**config.mk**
```make
export PLATFORM = sky130hd
export DESIGN_NAME = peripheral_dbg_pu_or1k_jsp_wbm
export DESIGN_NICKNAME = d
export VERILOG_FILES = /design/src/rtl/peripheral_dbg_pu_or1k_jsp_pkg.sv /design/src/rtl/peripheral_dbg_pu_or1k_jsp_wbm_rxreg.sv /design/src/rtl/peripheral_dbg_pu_or1k_jsp_wbm.sv
export SDC_FILE = /design/constraint.sdc
export NUM_CORES = 1
export LEC_CHECK = 0
export ABC_AREA = 1
export BUFFER_PORTS_ARGS = -buffer_cell sky130_fd_sc_hd__buf_2
export CAP_MARGIN = 0
export CORE_MARGIN = 2
export CORE_UTILIZATION = 50
export DETAILED_ROUTE_END_ITERATION = 8
export HOLD_SLACK_MARGIN = 0.08
export PLACE_DENSITY = 0.85
export SLEW_MARGIN = 20
export SYNTH_ARGS = -nofsm -noshare
export SYNTH_HDL_FRONTEND = slang
export SYNTH_HIERARCHICAL = 1
export SYNTH_SLANG_ARGS = --single-unit
```
**constraint.sdc**
```tcl
create_clock -name wb_clk_i -period 2.16 [get_ports wb_clk_i]
set_input_delay 0.216 -clock wb_clk_i [delete_from_list [all_inputs] [get_ports wb_clk_i]]
set_output_delay 0.216 -clock wb_clk_i [all_outputs]
set_load 0.005 [all_outputs]
```
**src/rtl/peripheral_dbg_pu_or1k_jsp_pkg.sv**
```systemverilog
`default_nettype none
// ============================================================================
// Module   : peripheral_dbg_pu_or1k_jsp_pkg
// Brief    : Shared types and constants for the JSP Wishbone master.
//            Holds the master FSM state type, register offsets, byte
//            selects, LSR bit positions and the FIFO/line init word.
// Revision : 1.0 - initial release
// ============================================================================
package peripheral_dbg_pu_or1k_jsp_pkg;

    // Master FSM states
    typedef enum logic [2:0] {
        ST_INIT   = 3'd0,
        ST_GAP    = 3'd1,
        ST_LSR_RD = 3'd2,
        ST_RX_RD  = 3'd3,
        ST_TX_WR  = 3'd4
    } jsp_state_t;

    // Register bank offsets relative to BASE_ADDR (bit 2 selects the bank)
    localparam logic [31:0] c_ofs_rbr_thr = 32'h0000_0000;
    localparam logic [31:0] c_ofs_fcr_lcr = 32'h0000_0000;
    localparam logic [31:0] c_ofs_lsr     = 32'h0000_0004;

    // Byte selects for each register lane
    localparam logic [3:0]  c_sel_data    = 4'b1000;   // RBR/THR [31:24]
    localparam logic [3:0]  c_sel_lsr     = 4'b0100;   // LSR     [23:16]
    localparam logic [3:0]  c_sel_init    = 4'b0011;   // FCR+LCR [15:0]

    // LSR bit positions
    localparam int          c_lsr_dr      = 0;         // RX data ready
    localparam int          c_lsr_thre    = 5;         // THR has space

    // LCR=0x00 clears DLAB, FCR=0x06 resets both slave FIFOs
    localparam logic [31:0] c_init_data   = 32'h0000_0600;

endpackage
`default_nettype wire

```
**src/rtl/peripheral_dbg_pu_or1k_jsp_wbm_rxreg.sv**
```systemverilog
`default_nettype none
// ============================================================================
// Module   : peripheral_dbg_pu_or1k_jsp_wbm_rxreg
// Brief    : Single-entry valid/ready holding register for bytes popped
//            from the JSP receive buffer.
// Revision : 1.0 - initial release
// ============================================================================
module peripheral_dbg_pu_or1k_jsp_wbm_rxreg (
    input  logic       wb_clk_i,
    input  logic       rst_i,
    input  logic       load_i,
    input  logic [7:0] load_data_i,
    input  logic       ready_i,
    output logic [7:0] data_o,
    output logic       valid_o
);

    logic [7:0] r_data;
    logic       r_valid;

    // Load a new byte from the bus; drop valid once the consumer takes it
    always_ff @(posedge wb_clk_i or posedge rst_i) begin
        if (rst_i) begin
            r_data  <= 8'h00;
            r_valid <= 1'b0;
        end else if (load_i) begin
            r_data  <= load_data_i;
            r_valid <= 1'b1;
        end else if (r_valid && ready_i) begin
            r_valid <= 1'b0;
        end
    end

    assign data_o  = r_data;
    assign valid_o = r_valid;

endmodule
`default_nettype wire

```
**src/rtl/peripheral_dbg_pu_or1k_jsp_wbm.sv**
```systemverilog
`default_nettype none
// ============================================================================
// Module   : peripheral_dbg_pu_or1k_jsp_wbm
// Brief    : Wishbone master servicing the JSP 16550-subset slave. Polls
//            LSR, pops RBR bytes onto an RX stream and pushes TX stream
//            bytes into THR, with per-access timeout and sticky bus error.
// Revision : 1.0 - initial release
// ============================================================================
module peripheral_dbg_pu_or1k_jsp_wbm
    import peripheral_dbg_pu_or1k_jsp_pkg::*;
#(
    parameter logic [31:0] BASE_ADDR = 32'h0000_0000,
    parameter int          POLL_GAP  = 4,
    parameter int          TIMEOUT   = 64
) (
    input  logic        wb_clk_i,
    input  logic        rst_i,
    output logic [31:0] wbm_adr_o,
    output logic [31:0] wbm_dat_o,
    input  logic [31:0] wbm_dat_i,
    output logic        wbm_cyc_o,
    output logic        wbm_stb_o,
    output logic        wbm_we_o,
    output logic [3:0]  wbm_sel_o,
    output logic [2:0]  wbm_cti_o,
    output logic [1:0]  wbm_bte_o,
    input  logic        wbm_ack_i,
    input  logic        wbm_err_i,
    output logic [7:0]  rx_data_o,
    output logic        rx_valid_o,
    input  logic        rx_ready_i,
    input  logic [7:0]  tx_data_i,
    input  logic        tx_valid_i,
    output logic        tx_ready_o,
    output logic        bus_err_o
);

    localparam logic [7:0]  c_gap_reload = 8'(POLL_GAP);
    localparam logic [15:0] c_tmo_last   = 16'(TIMEOUT - 1);

    jsp_state_t  r_state, w_state_nxt;
    logic        r_cyc, w_cyc_nxt;
    logic        r_we, w_we_nxt;
    logic [31:0] r_adr, w_adr_nxt;
    logic [3:0]  r_sel, w_sel_nxt;
    logic [31:0] r_dat, w_dat_nxt;
    logic [7:0]  r_gap, w_gap_nxt;
    logic [15:0] r_tmo, w_tmo_nxt;
    logic        r_rr, w_rr_nxt;
    logic        r_tx_ready, w_tx_ready_nxt;
    logic        r_bus_err, w_bus_err_nxt;
    logic        w_rx_load;

    // Access outcome: ack wins over a coincident timeout, err wins over ack
    logic w_tmo_hit, w_done, w_fail, w_rx_cand, w_tx_cand, w_unused_dat;
    assign w_tmo_hit = (r_tmo == c_tmo_last);
    assign w_done    = r_cyc & wbm_ack_i & ~wbm_err_i;
    assign w_fail    = r_cyc & (wbm_err_i | (w_tmo_hit & ~wbm_ack_i));
    assign w_rx_cand = wbm_dat_i[16 + c_lsr_dr] & ~rx_valid_o;
    assign w_tx_cand = wbm_dat_i[16 + c_lsr_thre] & tx_valid_i;
    assign w_unused_dat = ^wbm_dat_i;

    // Next-state and next-bus-value decode
    always_comb begin
        w_state_nxt    = r_state;
        w_cyc_nxt      = r_cyc;
        w_we_nxt       = r_we;
        w_adr_nxt      = r_adr;
        w_sel_nxt      = r_sel;
        w_dat_nxt      = r_dat;
        w_gap_nxt      = r_gap;
        w_tmo_nxt      = r_cyc ? (r_tmo + 16'd1) : 16'd0;
        w_rr_nxt       = r_rr;
        w_tx_ready_nxt = 1'b0;
        w_bus_err_nxt  = r_bus_err | w_fail;
        w_rx_load      = 1'b0;

        // Any termination drops the strobe on the sampling edge
        if (w_done || w_fail) begin
            w_cyc_nxt = 1'b0;
            w_tmo_nxt = 16'd0;
        end

        unique case (r_state)
            ST_INIT: begin
                // A failed init stays here and is reissued after one idle cycle
                if (!r_cyc) begin
                    w_cyc_nxt = 1'b1;
                    w_we_nxt  = 1'b1;
                    w_adr_nxt = BASE_ADDR + c_ofs_fcr_lcr;
                    w_sel_nxt = c_sel_init;
                    w_dat_nxt = c_init_data;
                end else if (w_done) begin
                    w_state_nxt = ST_GAP;
                end
            end

            ST_GAP: begin
                // The GAP cycle itself is the mandatory idle before the poll
                if (r_gap == 8'd0) begin
                    w_state_nxt = ST_LSR_RD;
                    w_gap_nxt   = c_gap_reload;
                    w_cyc_nxt   = 1'b1;
                    w_we_nxt    = 1'b0;
                    w_adr_nxt   = BASE_ADDR + c_ofs_lsr;
                    w_sel_nxt   = c_sel_lsr;
                    w_dat_nxt   = 32'h0;
                end else begin
                    w_gap_nxt = r_gap - 8'd1;
                end
            end

            ST_LSR_RD: begin
                if (w_done) begin
                    if (w_rx_cand && (!w_tx_cand || !r_rr)) begin
                        w_state_nxt = ST_RX_RD;
                    end else if (w_tx_cand) begin
                        w_state_nxt = ST_TX_WR;
                        w_dat_nxt   = {tx_data_i, 24'h0};
                    end else begin
                        w_state_nxt = ST_GAP;
                    end
                    if (w_rx_cand && w_tx_cand) begin
                        w_rr_nxt = ~r_rr;
                    end
                end else if (w_fail) begin
                    w_state_nxt = ST_GAP;
                end
            end

            ST_RX_RD: begin
                if (!r_cyc) begin
                    w_cyc_nxt = 1'b1;
                    w_we_nxt  = 1'b0;
                    w_adr_nxt = BASE_ADDR + c_ofs_rbr_thr;
                    w_sel_nxt = c_sel_data;
                    w_dat_nxt = 32'h0;
                end else if (w_done) begin
                    w_rx_load   = 1'b1;
                    w_state_nxt = ST_GAP;
                end else if (w_fail) begin
                    w_state_nxt = ST_GAP;
                end
            end

            ST_TX_WR: begin
                // Write data was latched on entry; only the strobe is raised here
                if (!r_cyc) begin
                    w_cyc_nxt = 1'b1;
                    w_we_nxt  = 1'b1;
                    w_adr_nxt = BASE_ADDR + c_ofs_rbr_thr;
                    w_sel_nxt = c_sel_data;
                end else if (w_done) begin
                    w_tx_ready_nxt = 1'b1;
                    w_state_nxt    = ST_GAP;
                end else if (w_fail) begin
                    w_state_nxt = ST_GAP;
                end
            end

            default: begin
                w_state_nxt = ST_INIT;
                w_cyc_nxt   = 1'b0;
            end
        endcase
    end

    // State and bus register bank
    always_ff @(posedge wb_clk_i or posedge rst_i) begin
        if (rst_i) begin
            r_state    <= ST_INIT;
            r_cyc      <= 1'b0;
            r_we       <= 1'b0;
            r_adr      <= 32'h0;
            r_sel      <= 4'h0;
            r_dat      <= 32'h0;
            r_gap      <= c_gap_reload;
            r_tmo      <= 16'd0;
            r_rr       <= 1'b0;
            r_tx_ready <= 1'b0;
            r_bus_err  <= 1'b0;
        end else begin
            r_state    <= w_state_nxt;
            r_cyc      <= w_cyc_nxt;
            r_we       <= w_we_nxt;
            r_adr      <= w_adr_nxt;
            r_sel      <= w_sel_nxt;
            r_dat      <= w_dat_nxt;
            r_gap      <= w_gap_nxt;
            r_tmo      <= w_tmo_nxt;
            r_rr       <= w_rr_nxt;
            r_tx_ready <= w_tx_ready_nxt;
            r_bus_err  <= w_bus_err_nxt;
        end
    end

    peripheral_dbg_pu_or1k_jsp_wbm_rxreg u_rxreg (
        .wb_clk_i    (wb_clk_i),
        .rst_i       (rst_i),
        .load_i      (w_rx_load),
        .load_data_i (wbm_dat_i[31:24]),
        .ready_i     (rx_ready_i),
        .data_o      (rx_data_o),
        .valid_o     (rx_valid_o)
    );

    assign wbm_cyc_o  = r_cyc;
    assign wbm_stb_o  = r_cyc;
    assign wbm_we_o   = r_we;
    assign wbm_adr_o  = r_adr;
    assign wbm_sel_o  = r_sel;
    assign wbm_dat_o  = r_dat;
    assign wbm_cti_o  = 3'b000;
    assign wbm_bte_o  = 2'b00;
    assign tx_ready_o = r_tx_ready;
    assign bus_err_o  = r_bus_err;

endmodule
`default_nettype wire

```
==> qor_table.md <==
| Metric | Value |
| --- | --- |
| Layout filler cell count | 575 |
| Async set-or-reset flop fraction in the synthesized netlist | 100% |
| Ordered list of cells on the worst path | ha_1 > nand2_1 > nor2_2 > inv_1 > nor2_1 > nand2_1 > nand2_1 > nand2_2 > nand3_2 > nand2_1 > nand2_1 > o21ai_0 |
| Sequential Area | 1350 sq um |
| Worst Hold Slack | 0.105 ns |
| Final-report setup violation count | 0 |
| Starting utilization of the core area | 50.8% |
| Power density over cell area | 1060 nW/um^2 |
| Maximum number of buffers from clock root to sink | 2 |
| CP dominant cell by count | sky130_fd_sc_hd__nand2_1 |
| Total design power | 3580 uW |
| Setup TNS after final layout | 0 ns |
| Pin count of the biggest net entering global routing | 46 |
| EDFF count, synth | 0 |
| N_diodes | 0 |
| Number of different library cells in the post-synthesis netlist | 32 |
| Launching element type of the critical path | register |
| WL per Instance | 10.8 um |
| Post-route fraction of the period consumed by the critical path | 86.0% |
| Final number of hold-violating endpoints | 0 |
| Floorplan die area | 7040 sq um |
| Maximum capacitance violations | 0 |
| Gp weighted congestion | 0.869 |
| Required arrival time at the worst endpoint | 2.35 ns |
| DR WL met3 | 264 um |
| Number of antenna violations at the first check in global routing | 0 |
| Worst path top cell family by delay | simple AND/OR/NAND/NOR gates |
| Number of global-route vias before repair | 2359 |
| Total area of multi-input combinational cells | 1390 sq um |
| Sequential share of the synthesized area | 42.4% |
| Fraction of power consumed by sequential logic | 41.6% |
| Number of DRC markers in iteration 0 | 112 |
| Clock sinks | 54 |
| Layout net count | 493 |
| Proportion of power drawn by combinational gates | 41.8% |
| Post-Synthesis Cells | 391 |
| Antenna viol nets, final | 0 |
| Fraction of power spent switching nets | 41.5% |
| Area delta synth->final | 6.08% |
| Cell-internal power | 2100 uW |
| Total routed wire length on the met1 layer | 2300 um |
| Worst Path Arrival | 2.05 ns |
| Cell chosen for the clock root | sky130_fd_sc_hd__clkbuf_8 |
| Synthesized flop and latch total | 54 |
| Buffering stage count on the worst path with inverters included | 1 |
| Core Region | 6280 sq um |
| Top layer in use | met4 |
| Clock buffer count from CTS | 5 |
| Crit-path max FO | 15 |
| Most instantiated flip-flop cell in the synthesis netlist | sky130_fd_sc_hd__dfrtp_1 |
| Share of total power in the clock network | 16.7% |
| Detailed Route WL | 5640 um |
| Fraction of layout cells with a size suffix above 1 | 23.8% |
| Post-detail-place hpwl | 4410 um |
| Final core occ | 53.9% |
| Final global-route overflow total | 0 |
| Max-slew violation count | 0 |
| Detail Route met2 WL | 3020 um |
| Overall die width | 83.9 um |
| Max Clk Rate | 539 MHz |
| Endpoint type of the worst setup path | register |
| Via/cell ratio | 4.65 |
| Drt drc | 0 |
| Syn Std Cell Area | 3190 sq um |
| Worst vdd rail ir drop | 0.667 mV |
| Worst hold path class | in2reg |
| Headroom to the max-slew limit | 63.2% |
| Category of the critical setup timing path | reg2reg |
| Result of the run | finished clean |
| IO Pins | 133 |
| Detailed-route via count | 2433 |
| Global routing usage summed across all routing layers | 17.1% |
| Max stage delay cell, worst path | sky130_fd_sc_hd__dfrtp_1 |
| Clock insertion delay at the later pin of the skew report | 0.31 ns |
| Unrepaired setup endpoints after global routing | false |
| Critical path's largest stage delay | 0.40 ns |
| Least-Margin Pin Slew | 0.551 ns |
| Setup bufs post-CTS | 0 |
| Avg Inst Size Synth | 8.16 sq um |
| Switching power total | 1490 uW |
| TritonCTS clock tree | yes |
| # H-tree levels | 2 |
| Leakage | 0.00182 uW |
| Clock Skew | 0.00520 ns |
| Number of buffers added on ports | 52 |
| Die Span Y | 83.9 um |
| Reg clk slew, reported paths | 0.09 ns |
| Global-route wire length before repair | 9960 um |
| Final period demand of the worst path | 1.86 ns |
| Number of iterations in the first detailed-routing pass | 4 |
| Total number of placement rows | 29 |
| Count of synthesis-stage warnings from yosys | 6 |
==> layout by cell type, fill, tap and decap left out, types with 3 or more instances in the layout <==
| cell | instances |
|---|---|
| sky130_fd_sc_hd__nand2_1 | 103 |
| sky130_fd_sc_hd__conb_1 | 58 |
| sky130_fd_sc_hd__dfrtp_1 | 53 |
| sky130_fd_sc_hd__buf_2 | 52 |
| sky130_fd_sc_hd__nor2_1 | 36 |
| sky130_fd_sc_hd__inv_1 | 35 |
| sky130_fd_sc_hd__nand3_1 | 12 |
| sky130_fd_sc_hd__o21ai_2 | 11 |
| sky130_fd_sc_hd__o21ai_0 | 9 |
| sky130_fd_sc_hd__nor3_1 | 8 |
| sky130_fd_sc_hd__nor2_2 | 7 |
| sky130_fd_sc_hd__xor2_1 | 7 |
| sky130_fd_sc_hd__nand2_2 | 7 |
| sky130_fd_sc_hd__inv_2 | 6 |
| sky130_fd_sc_hd__clkbuf_8 | 6 |
| sky130_fd_sc_hd__nor3_2 | 3 |
| sky130_fd_sc_hd__a21oi_1 | 3 |
| sky130_fd_sc_hd__nor3b_1 | 3 |
| sky130_fd_sc_hd__buf_4 | 3 |
==> worst reg2reg max path, stage by stage, from the launching register on <==
cell,delay (ns)
sky130_fd_sc_hd__dfrtp_1,0.40
sky130_fd_sc_hd__ha_1,0.19
sky130_fd_sc_hd__nand2_1,0.09
sky130_fd_sc_hd__nor2_2,0.18
sky130_fd_sc_hd__inv_1,0.09
sky130_fd_sc_hd__nor2_1,0.11
sky130_fd_sc_hd__nand2_1,0.06
sky130_fd_sc_hd__nand2_1,0.07
sky130_fd_sc_hd__nand2_2,0.09
sky130_fd_sc_hd__nand3_2,0.27
sky130_fd_sc_hd__nand2_1,0.09
sky130_fd_sc_hd__nand2_1,0.06
sky130_fd_sc_hd__o21ai_0,0.07
==> timing repair <==
action / CTS / global route
hold buffers: 1 / 0
hold endpoints to repair: 15 / 0
gates resized for setup: 0 / 0
setup endpoints to repair: 0 / 0
==> metrics by stage <==
step | cell area [sq um] | cells | worst slack (ns)
final | 3390 | 523 | 0.303
after global routing | 3390 | 523 | 0.151
after CTS | 3390 | 523 | 0.303
after detailed placement | 3280 | 514 | 0.323
after global placement | 3280 | 514 | 0.348
after floorplan | 3410 | 448 | 0.676
==> synthesized netlist by cell type (all sizes together), types with 3 or more instances <==
| library cell | instances | area (sq um) |
|---|---|---|
| nand2 | 110 | 430 |
| nand3 | 16 | 115 |
| a21oi | 4 | 23.8 |
| xor2 | 7 | 61.3 |
| nor3b | 3 | 22.5 |
| buf | 66 | 508 |
| nor3 | 12 | 86.3 |
| o21ai | 21 | 146 |
| inv | 41 | 154 |
| dfrtp | 53 | 1330 |
| nor2 | 45 | 201 |
==> logic make-up after synthesis <==
| logic type | after synthesis | share of synthesized area [%] |
|---|---|---|
| simple gates | 190 | 27.6 |
| buf+inv | 107 | 20.7 |
| flops | 54 | 42.4 |
| compound gates | 28 | 5.92 |
| xor+xnor | 9 | 2.47 |
| fa+ha+maj | 2 | 0.784 |
| other cells | 1 | 0.117 |
==> layer usage <==
metal / track usage, % / vias up
met3: 2.67 / 6
met2: 32.9 / 84
met5: 0 / -
li1: - / 1204
met1: 19.7 / 1139
met4: 4.40 / 0
==> registers in the layout (all words and copies together) (netlist names), 3 cells and up <==
name,count
r_state,3
u_rxreg/data_o,8
wbm_sel_o,3
r_gap,8
wbm_dat_o,9
r_tmo,16
==> path summary, 6_finish.rpt <==
| check | cells after the start | to | slack (ns) | startpoint |
|---|---|---|---|---|
| worst max-delay path | 12 | wbm_cyc_o$_DFF_PP0_ | 0.30 | r_tmo[0]$_DFF_PP0_ |
| worst min-delay path | 3 | u_rxreg/data_o[5]$_DFFE_PP0P_ | 0.11 | wbm_dat_i[29] |
| worst max register to register | 12 | wbm_cyc_o$_DFF_PP0_ | 0.30 | r_tmo[0]$_DFF_PP0_ |
| worst min register to register | 2 | u_rxreg/data_o[5]$_DFFE_PP0P_ | 0.47 | u_rxreg/data_o[5]$_DFFE_PP0P_ |
| max in group asynchronous | 4 | r_gap[2]$_DFFE_PP1P_ | 1.17 | rst_i |
| min in group asynchronous | 3 | u_rxreg/valid_o$_DFFE_PP0P_ | 0.41 | rst_i |
==> final cells by class <==
type | instances | area share [%]
Sequential cell | 54 | 39.9
Timing Repair Buffer | 56 | 8.65
Clock buffer | 6 | 2.44
Multi-Input combinational cell | 287 | 41.1
Tap cell | 77 | 2.85
Clock inverter | 2 | 0.480
Inverter | 41 | 4.55
==> power groups by stage <==
stage / clock network (uW) / logic [uW] / registers [uW]
after CTS: 609 / 1520 / 1490
after global routing: 656 / 1730 / 1530
after detailed placement: 0 / 1520 / 1510
final: 597 / 1500 / 1490
after global placement: 0 / 1450 / 1490
after floorplan: 0 / 1250 / 1490
Note: power is estimated with default switching activity, not from simulation.
